**config.mk**
```make
export PLATFORM = sky130hd
export DESIGN_NAME = arqui_traffic_gen_flat
export DESIGN_NICKNAME = d
export VERILOG_FILES = /design/src/rtl/arqui_traffic_gen_if.sv /design/src/rtl/arqui_traffic_gen.sv /design/src/flat_wrapper.sv
export SDC_FILE = /design/constraint.sdc
export NUM_CORES = 1
export LEC_CHECK = 0
export CAP_MARGIN = 20
export CORE_UTILIZATION = 53
export DETAILED_ROUTE_END_ITERATION = 10
export MAX_ROUTING_LAYER = met4
export PLACE_DENSITY = 0.84
export SLEW_MARGIN = 20
export SYNTH_ARGS = -nofsm -noshare
export SYNTH_HDL_FRONTEND = slang
export SYNTH_SLANG_ARGS = --single-unit
export TNS_END_PERCENT = 50
```
**constraint.sdc**
```tcl
create_clock -name clk -period 5.19 [get_ports clk]
set_input_delay 0.519 -clock clk [delete_from_list [all_inputs] [get_ports clk]]
set_output_delay 0.519 -clock clk [all_outputs]
set_load 0.02 [all_outputs]
```
**src/rtl/arqui_traffic_gen_if.sv**
```systemverilog
// ----------------------------------------------------------------------------
// arqui_traffic_gen_if
//   Bundles every non-clock/reset signal of the arqui traffic generator.
//   master : the traffic generator's view (drives push/pop/init/thresholds/status)
//   slave  : the arqui datapath / controller view (drives start, back-pressure,
//            destination empties and read data)
//   Signals:
//     start, fifo_pause_main           run request and main FIFO back-pressure
//     fifo_empty[N_DEST]               per-destination empty flags
//     data_out[N_DEST*DATA_W]          destination read data, lane i = [i*DATA_W +: DATA_W]
//     data_in, push_main               word and push strobe into the main FIFO
//     pop[N_DEST], init                per-destination pop, threshold-load strobe
//     afMF_i/aeMF_i/afVC_i/aeVC_i/afDF_i/aeDF_i   FIFO thresholds
//     busy, done, mismatch, timeout    run status
//     sent_cnt, recv_cnt, chk_ok       traffic counters and checksum result
// ----------------------------------------------------------------------------
interface arqui_traffic_gen_if #(
    parameter int DATA_W  = 6,
    parameter int N_DEST  = 2,
    parameter int CNT_W   = 8,
    parameter int MF_TH_W = 2,
    parameter int VC_TH_W = 4,
    parameter int DF_TH_W = 2
);
    logic                       start;
    logic                       fifo_pause_main;
    logic [N_DEST-1:0]          fifo_empty;
    logic [N_DEST*DATA_W-1:0]   data_out;
    logic [DATA_W-1:0]          data_in;
    logic                       push_main;
    logic [N_DEST-1:0]          pop;
    logic                       init;
    logic [MF_TH_W-1:0]         afMF_i;
    logic [MF_TH_W-1:0]         aeMF_i;
    logic [VC_TH_W-1:0]         afVC_i;
    logic [VC_TH_W-1:0]         aeVC_i;
    logic [DF_TH_W-1:0]         afDF_i;
    logic [DF_TH_W-1:0]         aeDF_i;
    logic                       busy;
    logic                       done;
    logic                       mismatch;
    logic                       timeout;
    logic [CNT_W-1:0]           sent_cnt;
    logic [CNT_W-1:0]           recv_cnt;
    logic                       chk_ok;

    modport master (
        input  start, fifo_pause_main, fifo_empty, data_out,
        output data_in, push_main, pop, init,
               afMF_i, aeMF_i, afVC_i, aeVC_i, afDF_i, aeDF_i,
               busy, done, mismatch, timeout, sent_cnt, recv_cnt, chk_ok
    );

    modport slave (
        output start, fifo_pause_main, fifo_empty, data_out,
        input  data_in, push_main, pop, init,
               afMF_i, aeMF_i, afVC_i, aeVC_i, afDF_i, aeDF_i,
               busy, done, mismatch, timeout, sent_cnt, recv_cnt, chk_ok
    );
endinterface

```
**src/rtl/arqui_traffic_gen.sv**
```systemverilog
// ----------------------------------------------------------------------------
// arqui_traffic_gen
//   Stimulus/drain engine for the arqui FIFO/arbiter datapath. Drives the
//   threshold ports, pulses init for CFG_CYCLES cycles, pushes NUM_WORDS
//   consecutive words (SEED, SEED+1, ...) into the main FIFO while honouring
//   back-pressure, pops every non-empty destination FIFO, and reports sent and
//   received counts plus loss (mismatch) and drain timeout.
//   Ports:
//     clk      clock, all state on posedge
//     reset_L  asynchronous active-low reset
//     bus      arqui_traffic_gen_if.master (see interface header for signals)
//   Optional feature:
//     ARQUI_TG_CHECKSUM_EN  when defined, XOR-accumulates pushed words and popped
//                           lane words; chk_ok reports their equality in DONE.
//                           When undefined no accumulators exist, chk_ok = 0.
// ----------------------------------------------------------------------------
module arqui_traffic_gen #(
    parameter int                DATA_W      = 6,
    parameter int                N_DEST      = 2,
    parameter int                NUM_WORDS   = 16,
    parameter int                CNT_W       = 8,
    parameter logic [DATA_W-1:0] SEED        = 6'b101100,
    parameter int                CFG_CYCLES  = 2,
    parameter int                MF_TH_W     = 2,
    parameter int                VC_TH_W     = 4,
    parameter int                DF_TH_W     = 2,
    parameter int                AF_MF       = 3,
    parameter int                AE_MF       = 1,
    parameter int                AF_VC       = 14,
    parameter int                AE_VC       = 2,
    parameter int                AF_DF       = 3,
    parameter int                AE_DF       = 1,
    parameter int                DRAIN_QUIET = 4,
    parameter int                DRAIN_TMO   = 64
) (
    input  logic               clk,
    input  logic               reset_L,
    arqui_traffic_gen_if.master bus
);

    localparam int CFG_W   = $clog2(CFG_CYCLES + 1);
    localparam int DRN_MAX = (DRAIN_TMO > DRAIN_QUIET) ? DRAIN_TMO : DRAIN_QUIET;
    localparam int DRN_W   = $clog2(DRN_MAX + 1);

    typedef enum logic [2:0] {
        ST_IDLE   = 3'd0,
        ST_CONFIG = 3'd1,
        ST_RUN    = 3'd2,
        ST_DRAIN  = 3'd3,
        ST_DONE   = 3'd4
    } state_t;

    state_t              state;
    state_t              state_nxt;

    logic [DATA_W-1:0]   data_in_r;
    logic [DATA_W-1:0]   next_word;
    logic                push_main_r;
    logic                init_r;
    logic                timeout_r;
    logic [CNT_W-1:0]    sent_cnt_r;
    logic [CNT_W-1:0]    recv_cnt_r;
    logic [CFG_W-1:0]    cfg_cnt;
    logic [DRN_W-1:0]    drain_cnt;
    logic [DRN_W-1:0]    quiet_cnt;

    logic                enter_cfg;
    logic                cfg_last;
    logic                run_last;
    logic                all_empty;
    logic                quiet_hit;
    logic                tmo_hit;
    logic                push_go;
    logic                busy_c;
    logic                done_c;
    logic                mismatch_c;
    logic                chk_ok_c;
    logic [N_DEST-1:0]   pop_c;

    function automatic logic [CNT_W-1:0] popcount(input logic [N_DEST-1:0] v);
        logic [CNT_W-1:0] n;
        n = '0;
        for (int i = 0; i < N_DEST; i++) begin
            n = n + CNT_W'(v[i]);
        end
        return n;
    endfunction

    // Unsigned add that clamps at the all-ones value instead of wrapping.
    function automatic logic [CNT_W-1:0] sat_add(input logic [CNT_W-1:0] a,
                                                 input logic [CNT_W-1:0] b);
        logic [CNT_W:0] s;
        s = {1'b0, a} + {1'b0, b};
        return s[CNT_W] ? {CNT_W{1'b1}} : s[CNT_W-1:0];
    endfunction

    assign enter_cfg = ((state == ST_IDLE) || (state == ST_DONE)) && bus.start;
    assign cfg_last  = (cfg_cnt == CFG_W'(CFG_CYCLES - 1));
    assign run_last  = (sent_cnt_r == CNT_W'(NUM_WORDS));
    assign all_empty = &bus.fifo_empty;
    // quiet_hit fires on the DRAIN_QUIET-th consecutive all-empty cycle.
    assign quiet_hit = all_empty && (quiet_cnt == DRN_W'(DRAIN_QUIET - 1));
    assign tmo_hit   = (drain_cnt == DRN_W'(DRAIN_TMO - 1));
    assign push_go   = (state == ST_RUN) && !bus.fifo_pause_main &&
                       (sent_cnt_r < CNT_W'(NUM_WORDS));

    // State register
    always_ff @(posedge clk or negedge reset_L) begin
        if (!reset_L) begin
            state <= ST_IDLE;
        end else begin
            state <= state_nxt;
        end
    end

    // Next-state logic
    always_comb begin
        state_nxt = state;
        case (state)
            ST_IDLE:   if (bus.start)             state_nxt = ST_CONFIG;
            ST_CONFIG: if (cfg_last)              state_nxt = ST_RUN;
            ST_RUN:    if (run_last)              state_nxt = ST_DRAIN;
            ST_DRAIN:  if (quiet_hit || tmo_hit)  state_nxt = ST_DONE;
            ST_DONE:   if (bus.start)             state_nxt = ST_CONFIG;
            default:                              state_nxt = ST_IDLE;
        endcase
    end

    // Combinational outputs
    always_comb begin
        busy_c     = 1'b0;
        done_c     = 1'b0;
        pop_c      = '0;
        case (state)
            ST_CONFIG: busy_c = 1'b1;
            ST_RUN, ST_DRAIN: begin
                busy_c = 1'b1;
                // Popping only non-empty lanes guarantees no pop on empty.
                pop_c  = ~bus.fifo_empty;
            end
            ST_DONE:   done_c = 1'b1;
            default:   ;
        endcase
        mismatch_c = done_c && (recv_cnt_r != sent_cnt_r);
    end

    // Push/config/drain datapath
    always_ff @(posedge clk or negedge reset_L) begin
        if (!reset_L) begin
            data_in_r   <= SEED;
            next_word   <= SEED;
            push_main_r <= 1'b0;
            init_r      <= 1'b0;
            timeout_r   <= 1'b0;
            sent_cnt_r  <= '0;
            recv_cnt_r  <= '0;
            cfg_cnt     <= '0;
            drain_cnt   <= '0;
            quiet_cnt   <= '0;
        end else begin
            init_r <= (state_nxt == ST_CONFIG);
            if (enter_cfg) begin
                data_in_r   <= SEED;
                next_word   <= SEED;
                push_main_r <= 1'b0;
                timeout_r   <= 1'b0;
                sent_cnt_r  <= '0;
                recv_cnt_r  <= '0;
                cfg_cnt     <= '0;
            end else begin
                push_main_r <= push_go;
                if (push_go) begin
                    data_in_r  <= next_word;
                    next_word  <= next_word + 1'b1;
                    sent_cnt_r <= sent_cnt_r + 1'b1;
                end
                recv_cnt_r <= sat_add(recv_cnt_r, popcount(pop_c));
                if (state == ST_CONFIG) begin
                    cfg_cnt <= cfg_cnt + 1'b1;
                end
                // A quiet exit on the timeout cycle wins: not a timeout.
                if ((state == ST_DRAIN) && (state_nxt == ST_DONE)) begin
                    timeout_r <= tmo_hit && !quiet_hit;
                end
            end
            if (state == ST_DRAIN) begin
                drain_cnt <= drain_cnt + 1'b1;
                quiet_cnt <= all_empty ? (quiet_cnt + 1'b1) : '0;
            end else begin
                drain_cnt <= '0;
                quiet_cnt <= '0;
            end
        end
    end

`ifdef ARQUI_TG_CHECKSUM_EN
    logic [N_DEST-1:0]  pop_p1;
    logic [DATA_W-1:0]  push_xor;
    logic [DATA_W-1:0]  pop_xor;
    logic [DATA_W-1:0]  lane_xor;

    always_comb begin
        lane_xor = '0;
        for (int i = 0; i < N_DEST; i++) begin
            if (pop_p1[i]) begin
                lane_xor = lane_xor ^ bus.data_out[i*DATA_W +: DATA_W];
            end
        end
    end

    // Read data lags pop by one cycle: pop_p1 marks lanes whose data is valid now.
    always_ff @(posedge clk or negedge reset_L) begin
        if (!reset_L) begin
            pop_p1   <= '0;
            push_xor <= '0;
            pop_xor  <= '0;
        end else begin
            pop_p1 <= pop_c;
            if (enter_cfg) begin
                push_xor <= '0;
                pop_xor  <= '0;
            end else begin
                if (push_go) begin
                    push_xor <= push_xor ^ next_word;
                end
                pop_xor <= pop_xor ^ lane_xor;
            end
        end
    end

    assign chk_ok_c = done_c && (push_xor == pop_xor);
`else
    logic unused_data_out;
    assign unused_data_out = ^bus.data_out;
    assign chk_ok_c        = 1'b0;
`endif

    assign bus.data_in   = data_in_r;
    assign bus.push_main = push_main_r;
    assign bus.pop       = pop_c;
    assign bus.init      = init_r;
    assign bus.afMF_i    = MF_TH_W'(AF_MF);
    assign bus.aeMF_i    = MF_TH_W'(AE_MF);
    assign bus.afVC_i    = VC_TH_W'(AF_VC);
    assign bus.aeVC_i    = VC_TH_W'(AE_VC);
    assign bus.afDF_i    = DF_TH_W'(AF_DF);
    assign bus.aeDF_i    = DF_TH_W'(AE_DF);
    assign bus.busy      = busy_c;
    assign bus.done      = done_c;
    assign bus.mismatch  = mismatch_c;
    assign bus.timeout   = timeout_r;
    assign bus.sent_cnt  = sent_cnt_r;
    assign bus.recv_cnt  = recv_cnt_r;
    assign bus.chk_ok    = chk_ok_c;

endmodule
```
**src/flat_wrapper.sv**
```systemverilog
// flat-port wrapper written by rule: the top's interface ports become plain ports
module arqui_traffic_gen_flat 
#(
    parameter int                DATA_W      = 6,
    parameter int                N_DEST      = 2,
    parameter int                NUM_WORDS   = 16,
    parameter int                CNT_W       = 8,
    parameter logic [DATA_W-1:0] SEED        = 6'b101100,
    parameter int                CFG_CYCLES  = 2,
    parameter int                MF_TH_W     = 2,
    parameter int                VC_TH_W     = 4,
    parameter int                DF_TH_W     = 2,
    parameter int                AF_MF       = 3,
    parameter int                AE_MF       = 1,
    parameter int                AF_VC       = 14,
    parameter int                AE_VC       = 2,
    parameter int                AF_DF       = 3,
    parameter int                AE_DF       = 1,
    parameter int                DRAIN_QUIET = 4,
    parameter int                DRAIN_TMO   = 64
)
  (clk, reset_L, bus_start, bus_fifo_pause_main, bus_fifo_empty, bus_data_out, bus_data_in, bus_push_main, bus_pop, bus_init, bus_afMF_i, bus_aeMF_i, bus_afVC_i, bus_aeVC_i, bus_afDF_i, bus_aeDF_i, bus_busy, bus_done, bus_mismatch, bus_timeout, bus_sent_cnt, bus_recv_cnt, bus_chk_ok);
  arqui_traffic_gen_if #(.DATA_W(DATA_W), .N_DEST(N_DEST), .CNT_W(CNT_W), .MF_TH_W(MF_TH_W), .VC_TH_W(VC_TH_W), .DF_TH_W(DF_TH_W)) bus_i ();
  input  logic clk;
  input  logic reset_L;
  input wire logic [$bits(bus_i.start)-1:0] bus_start;
  input wire logic [$bits(bus_i.fifo_pause_main)-1:0] bus_fifo_pause_main;
  input wire logic [$bits(bus_i.fifo_empty)-1:0] bus_fifo_empty;
  input wire logic [$bits(bus_i.data_out)-1:0] bus_data_out;
  output wire logic [$bits(bus_i.data_in)-1:0] bus_data_in;
  output wire logic [$bits(bus_i.push_main)-1:0] bus_push_main;
  output wire logic [$bits(bus_i.pop)-1:0] bus_pop;
  output wire logic [$bits(bus_i.init)-1:0] bus_init;
  output wire logic [$bits(bus_i.afMF_i)-1:0] bus_afMF_i;
  output wire logic [$bits(bus_i.aeMF_i)-1:0] bus_aeMF_i;
  output wire logic [$bits(bus_i.afVC_i)-1:0] bus_afVC_i;
  output wire logic [$bits(bus_i.aeVC_i)-1:0] bus_aeVC_i;
  output wire logic [$bits(bus_i.afDF_i)-1:0] bus_afDF_i;
  output wire logic [$bits(bus_i.aeDF_i)-1:0] bus_aeDF_i;
  output wire logic [$bits(bus_i.busy)-1:0] bus_busy;
  output wire logic [$bits(bus_i.done)-1:0] bus_done;
  output wire logic [$bits(bus_i.mismatch)-1:0] bus_mismatch;
  output wire logic [$bits(bus_i.timeout)-1:0] bus_timeout;
  output wire logic [$bits(bus_i.sent_cnt)-1:0] bus_sent_cnt;
  output wire logic [$bits(bus_i.recv_cnt)-1:0] bus_recv_cnt;
  output wire logic [$bits(bus_i.chk_ok)-1:0] bus_chk_ok;
  assign bus_i.start = bus_start;
  assign bus_i.fifo_pause_main = bus_fifo_pause_main;
  assign bus_i.fifo_empty = bus_fifo_empty;
  assign bus_i.data_out = bus_data_out;
  assign bus_data_in = bus_i.data_in;
  assign bus_push_main = bus_i.push_main;
  assign bus_pop = bus_i.pop;
  assign bus_init = bus_i.init;
  assign bus_afMF_i = bus_i.afMF_i;
  assign bus_aeMF_i = bus_i.aeMF_i;
  assign bus_afVC_i = bus_i.afVC_i;
  assign bus_aeVC_i = bus_i.aeVC_i;
  assign bus_afDF_i = bus_i.afDF_i;
  assign bus_aeDF_i = bus_i.aeDF_i;
  assign bus_busy = bus_i.busy;
  assign bus_done = bus_i.done;
  assign bus_mismatch = bus_i.mismatch;
  assign bus_timeout = bus_i.timeout;
  assign bus_sent_cnt = bus_i.sent_cnt;
  assign bus_recv_cnt = bus_i.recv_cnt;
  assign bus_chk_ok = bus_i.chk_ok;
  arqui_traffic_gen #(.DATA_W(DATA_W), .N_DEST(N_DEST), .NUM_WORDS(NUM_WORDS), .CNT_W(CNT_W), .SEED(SEED), .CFG_CYCLES(CFG_CYCLES), .MF_TH_W(MF_TH_W), .VC_TH_W(VC_TH_W), .DF_TH_W(DF_TH_W), .AF_MF(AF_MF), .AE_MF(AE_MF), .AF_VC(AF_VC), .AE_VC(AE_VC), .AF_DF(AF_DF), .AE_DF(AE_DF), .DRAIN_QUIET(DRAIN_QUIET), .DRAIN_TMO(DRAIN_TMO)) u_core (.clk(clk), .reset_L(reset_L), .bus(bus_i));
endmodule
```
==> results summary <==
The xor-xnor portion of the synthesized cell area came out at around 8.7%. For this design the ratio of total power to cell area is 498 nW/um^2. Together, buffers and inverters on the worst path number 1. The number of global-route vias before repair is about 1800. Clock tree synthesis inserted a total of 5 buffers. For this run, the top clock speed supported by timing is 0.364 GHz.

TritonCTS built the clock tree. The top cell type by total area after synthesis is dfrtp_1. The cell area after layout is 3020 sq um.

The kind of launch point of the worst setup path is a flop. The gate count of the mapped netlist is 267. The detail-routed net length per standard cell is between 10 and 15 um. The critical path data arrival time came out at ~3 ns. The async set-or-reset flop fraction in the synthesized netlist is 100%. Clock skew on the completed layout was measured at 0.0108 ns.

The total vias in the final route is 1921. Ranked by total cell area, the synthesized netlist is headed by dfrtp_1 (42%), xor2_1 (7.3%), dfstp_2 (6.0%). The count of endpoints failing hold in the final timing report is 0. The max-slew violation total from the final report came out at 0. The mux contribution to synthesized area is 0.381%. For this design, the slowest cell found on the critical path is dfrtp_1. The final estimated routing congestion in global placement came out at 0.797. The count of antenna diodes in the layout is 0.

Registers take ~1300 sq um. After synthesis, flip-flops and latches occupy 48.0% of the total area. The largest vdd supply drop is ~0.32 mV. The fraction of layout instances using a drive strength above 1 came out at 9.36%. The critical path is of the flop to flop type.

The post-detailed-route via-to-cell ratio came out at about 5.2. The maximum cell stage delay along the critical path came out at 0.57 ns. The clock passes through at most 2 buffers. The total clock sinks came out at 50. The clock-pin slew on the worst setup and hold paths is 0.10 ns. Headroom to the max-slew limit came out at a little under three fifths. The post-CTS setup repair buffer count is 0. The port buffer count came out at 35.

Grouping stages by cell kind, the critical path spends the most delay in simple AND/OR/NAND/NOR gates. The post-route antenna net violation count came out at 0. The mapped netlist covers 2620 sq um.

Setup repair after global routing left no endpoint under its margin. The initial antenna violation count came out at 0. The final layout contains 326 nets. The share of synthesized cell area in full adder, half adder and majority cells is 5.05%. Fill cells in the final layout number 397.

By instance count, the cell type seen most on the critical path is ha_1. In this run, the number of DRC markers left after iteration 0 of detailed routing was 111. The growth of design area from synthesis to finish is 14.9%.

The clock latency at the later pin of the worst-skew pair is 0.31 ns. Before CTS, the worst setup slack after placement is roughly 2.2 ns. The worst reg-to-reg setup slack is 2.44 ns. Summed over all cells, the static leakage comes to roughly 1.4 nW. The die covers ~5200 sq um. In the routed design, unresolved DRC markers number 0. The post-route fraction of the period consumed by the critical path came out at 53.0%. The minimum clock period is 2.75 ns.

For this configuration, the core starts out at a cell density of 55.2%. In the post-route analysis, the smallest setup slack over all paths is 2.44 ns. The horizontal extent of the die came out at 72.4 um. Summed over all layers, the global routing overflow is 0.

In this run the standard cell core region covers 4750 sq um. The post-synthesis compound-gate area fraction is 6.49%. In the post-synthesis netlist, the cell with the most instances is dfrtp_1.

The yosys synthesis warning count is 0. The aggregate routed wire length came out at 5.07 mm. The most instantiated flip-flop cell in the synthesis netlist is dfrtp_1. Ranked by instance count, the synthesized netlist is headed by dfrtp_1 (44), nand2_1 (29), nor2_1 (27). The floorplan row count came out at 25. The area taken by multi-input logic gates came out at around 1200 sq um. The total iterations of the first detailed-routing run is 4.

STA classifies the critical path endpoint as a flop. Summed over all failing endpoints, the final setup total negative slack is 0 ns. The number of storage elements in the synthesis netlist is 50. In this run the worst hold path is classified as input port to asynchronous set/reset pin.

The number of resized instances in the post-cts repair step is 0. After synthesis, the largest family of logic cells by area is simple AND/OR/NAND/NOR gates. The flow ran to the end, and the final reports show no timing, DRC or antenna violations. The count of flip-flops with a built-in enable after synthesis is 0. The share of the synthesized area in the top cell type came out at 42.0%.

The mean area per synthesized cell is 9.83 sq um. The number of distinct library cells after synthesis is 48. Across the run, the number of max-cap violations was 0.

The largest net degree at the start of global routing is between 50 and 60. The tree is rooted in a clkbuf_8. The count of pins on the block boundary is 65. Of the total synthesized cell area, the portion taken by AND, OR, NAND and NOR gates is 22.3%. The count of final setup violators is 0.

The actual slew at the worst max-slew pin came out at roughly 0.66 ns. Detailed placement ended at an HPWL of between 3 and 4 mm. Traced cell by cell, the critical path runs through nand2b_2 > nor2_1 > ha_1 > ha_1 > inv_1 > fa_1 > nor3b_1 > nand3_1 > a21oi_1. The die extent in y came out at 72.4 um. Summing all placed instances gives a cell area of a little under 3000 sq um. The first global-routing pass estimated 8.75 mm of wire. Along the worst path, the maximum fanout reaches 10. The data required time at the worst endpoint came out at 5.43 ns. The H-tree was split into 2 levels. The number of hold-repair buffers added at the cts stage came out at 0. The overall track demand over capacity in global routing came out at 22.4%.
==> final timing paths <==
kind,startpoint,endpoint,depth (start not counted)
setup / recovery,u_core.state[2],u_core.bus.recv_cnt[0],9
hold / removal,reset_L,u_core.bus.recv_cnt[5],1
setup reg to reg,u_core.state[2],u_core.bus.recv_cnt[0],9
hold reg to reg,u_core.drain_cnt[0],u_core.drain_cnt[0],1
max in group asynchronous,reset_L,u_core.bus.push_main,1
min in group clk,u_core.drain_cnt[0],u_core.drain_cnt[0],1
==> layout make-up <==
| class | count | share of cell area [%] |
|---|---|---|
| timing repair buffer | 35 | 11.5 |
| sequential | 50 | 41.7 |
| clock buffer | 5 | 2.28 |
| clock inverter | 3 | 0.705 |
| tap | 67 | 2.78 |
| inverter | 12 | 1.49 |
| multi-input combinational | 194 | 39.5 |
==> metrics by stage <==
stage                     power [mW]  instances  util (%)  hold slack (ns)
after floorplan                 1.06        282         -            0.223
after global placement          1.25        358      61.5            0.437
after detailed placement        1.28        358      61.5            0.452
after CTS                       1.51        366      63.4            0.445
after global routing            1.62        366      63.4            0.265
final                           1.50        366      63.4            0.207
==> sequential cells by signal, indices dropped and copies added (netlist names) <==
| register | count |
|---|---|
| u_core.bus.recv_cnt | 8 |
| u_core.bus.sent_cnt | 8 |
| u_core.state | 3 |
| u_core.bus.data_in | 6 |
| u_core.bus.timeout | 1 |
| u_core.quiet_cnt | 7 |
| u_core.bus.push_main | 1 |
| u_core.cfg_cnt | 2 |
| u_core.next_word | 6 |
| u_core.bus.init | 1 |
| u_core.drain_cnt | 7 |
==> cells by family after synthesis <==
kind of cell	count (synthesis)
flops	50
xor+xnor	26
mux	1
fa+ha+maj	10
simple gates	111
compound gates	29
buf+inv	38
other cells	2
==> where the power goes <==
part           switching (mW)  internal, mW  total, mW
sequential              0.139         0.520      0.659
clock                   0.136        0.0950      0.231
combinational           0.329         0.283      0.612
==> layout by cell type (no fill, tap or decap), types with 2 or more instances in the layout <==
cell type	instances
a21oi_1	12
and2_1	5
and3_1	5
clkbuf_8	5
clkdlybuf4s50_1	34
conb_1	17
dfrtp_1	44
dfstp_2	6
ha_1	9
inv_1	10
inv_2	2
nand2_1	29
nand3_1	18
nand4_1	3
nor2_1	27
nor2_2	2
nor3_1	4
nor3b_1	3
nor4_1	3
o21a_1	2
o21ai_0	2
o21ai_1	5
xnor2_1	4
xor2_1	22
==> metal layers <==
layer  vias up  GRT usage (%)  routed length (um)
li1        917              -                   -
met4         0           8.06                  89
met3         9           4.31                 194
met2        50           35.3                2460
met1       945           29.1                2320
met5         -              -                   0
No activity file was read; power rests on OpenSTA's default activity.
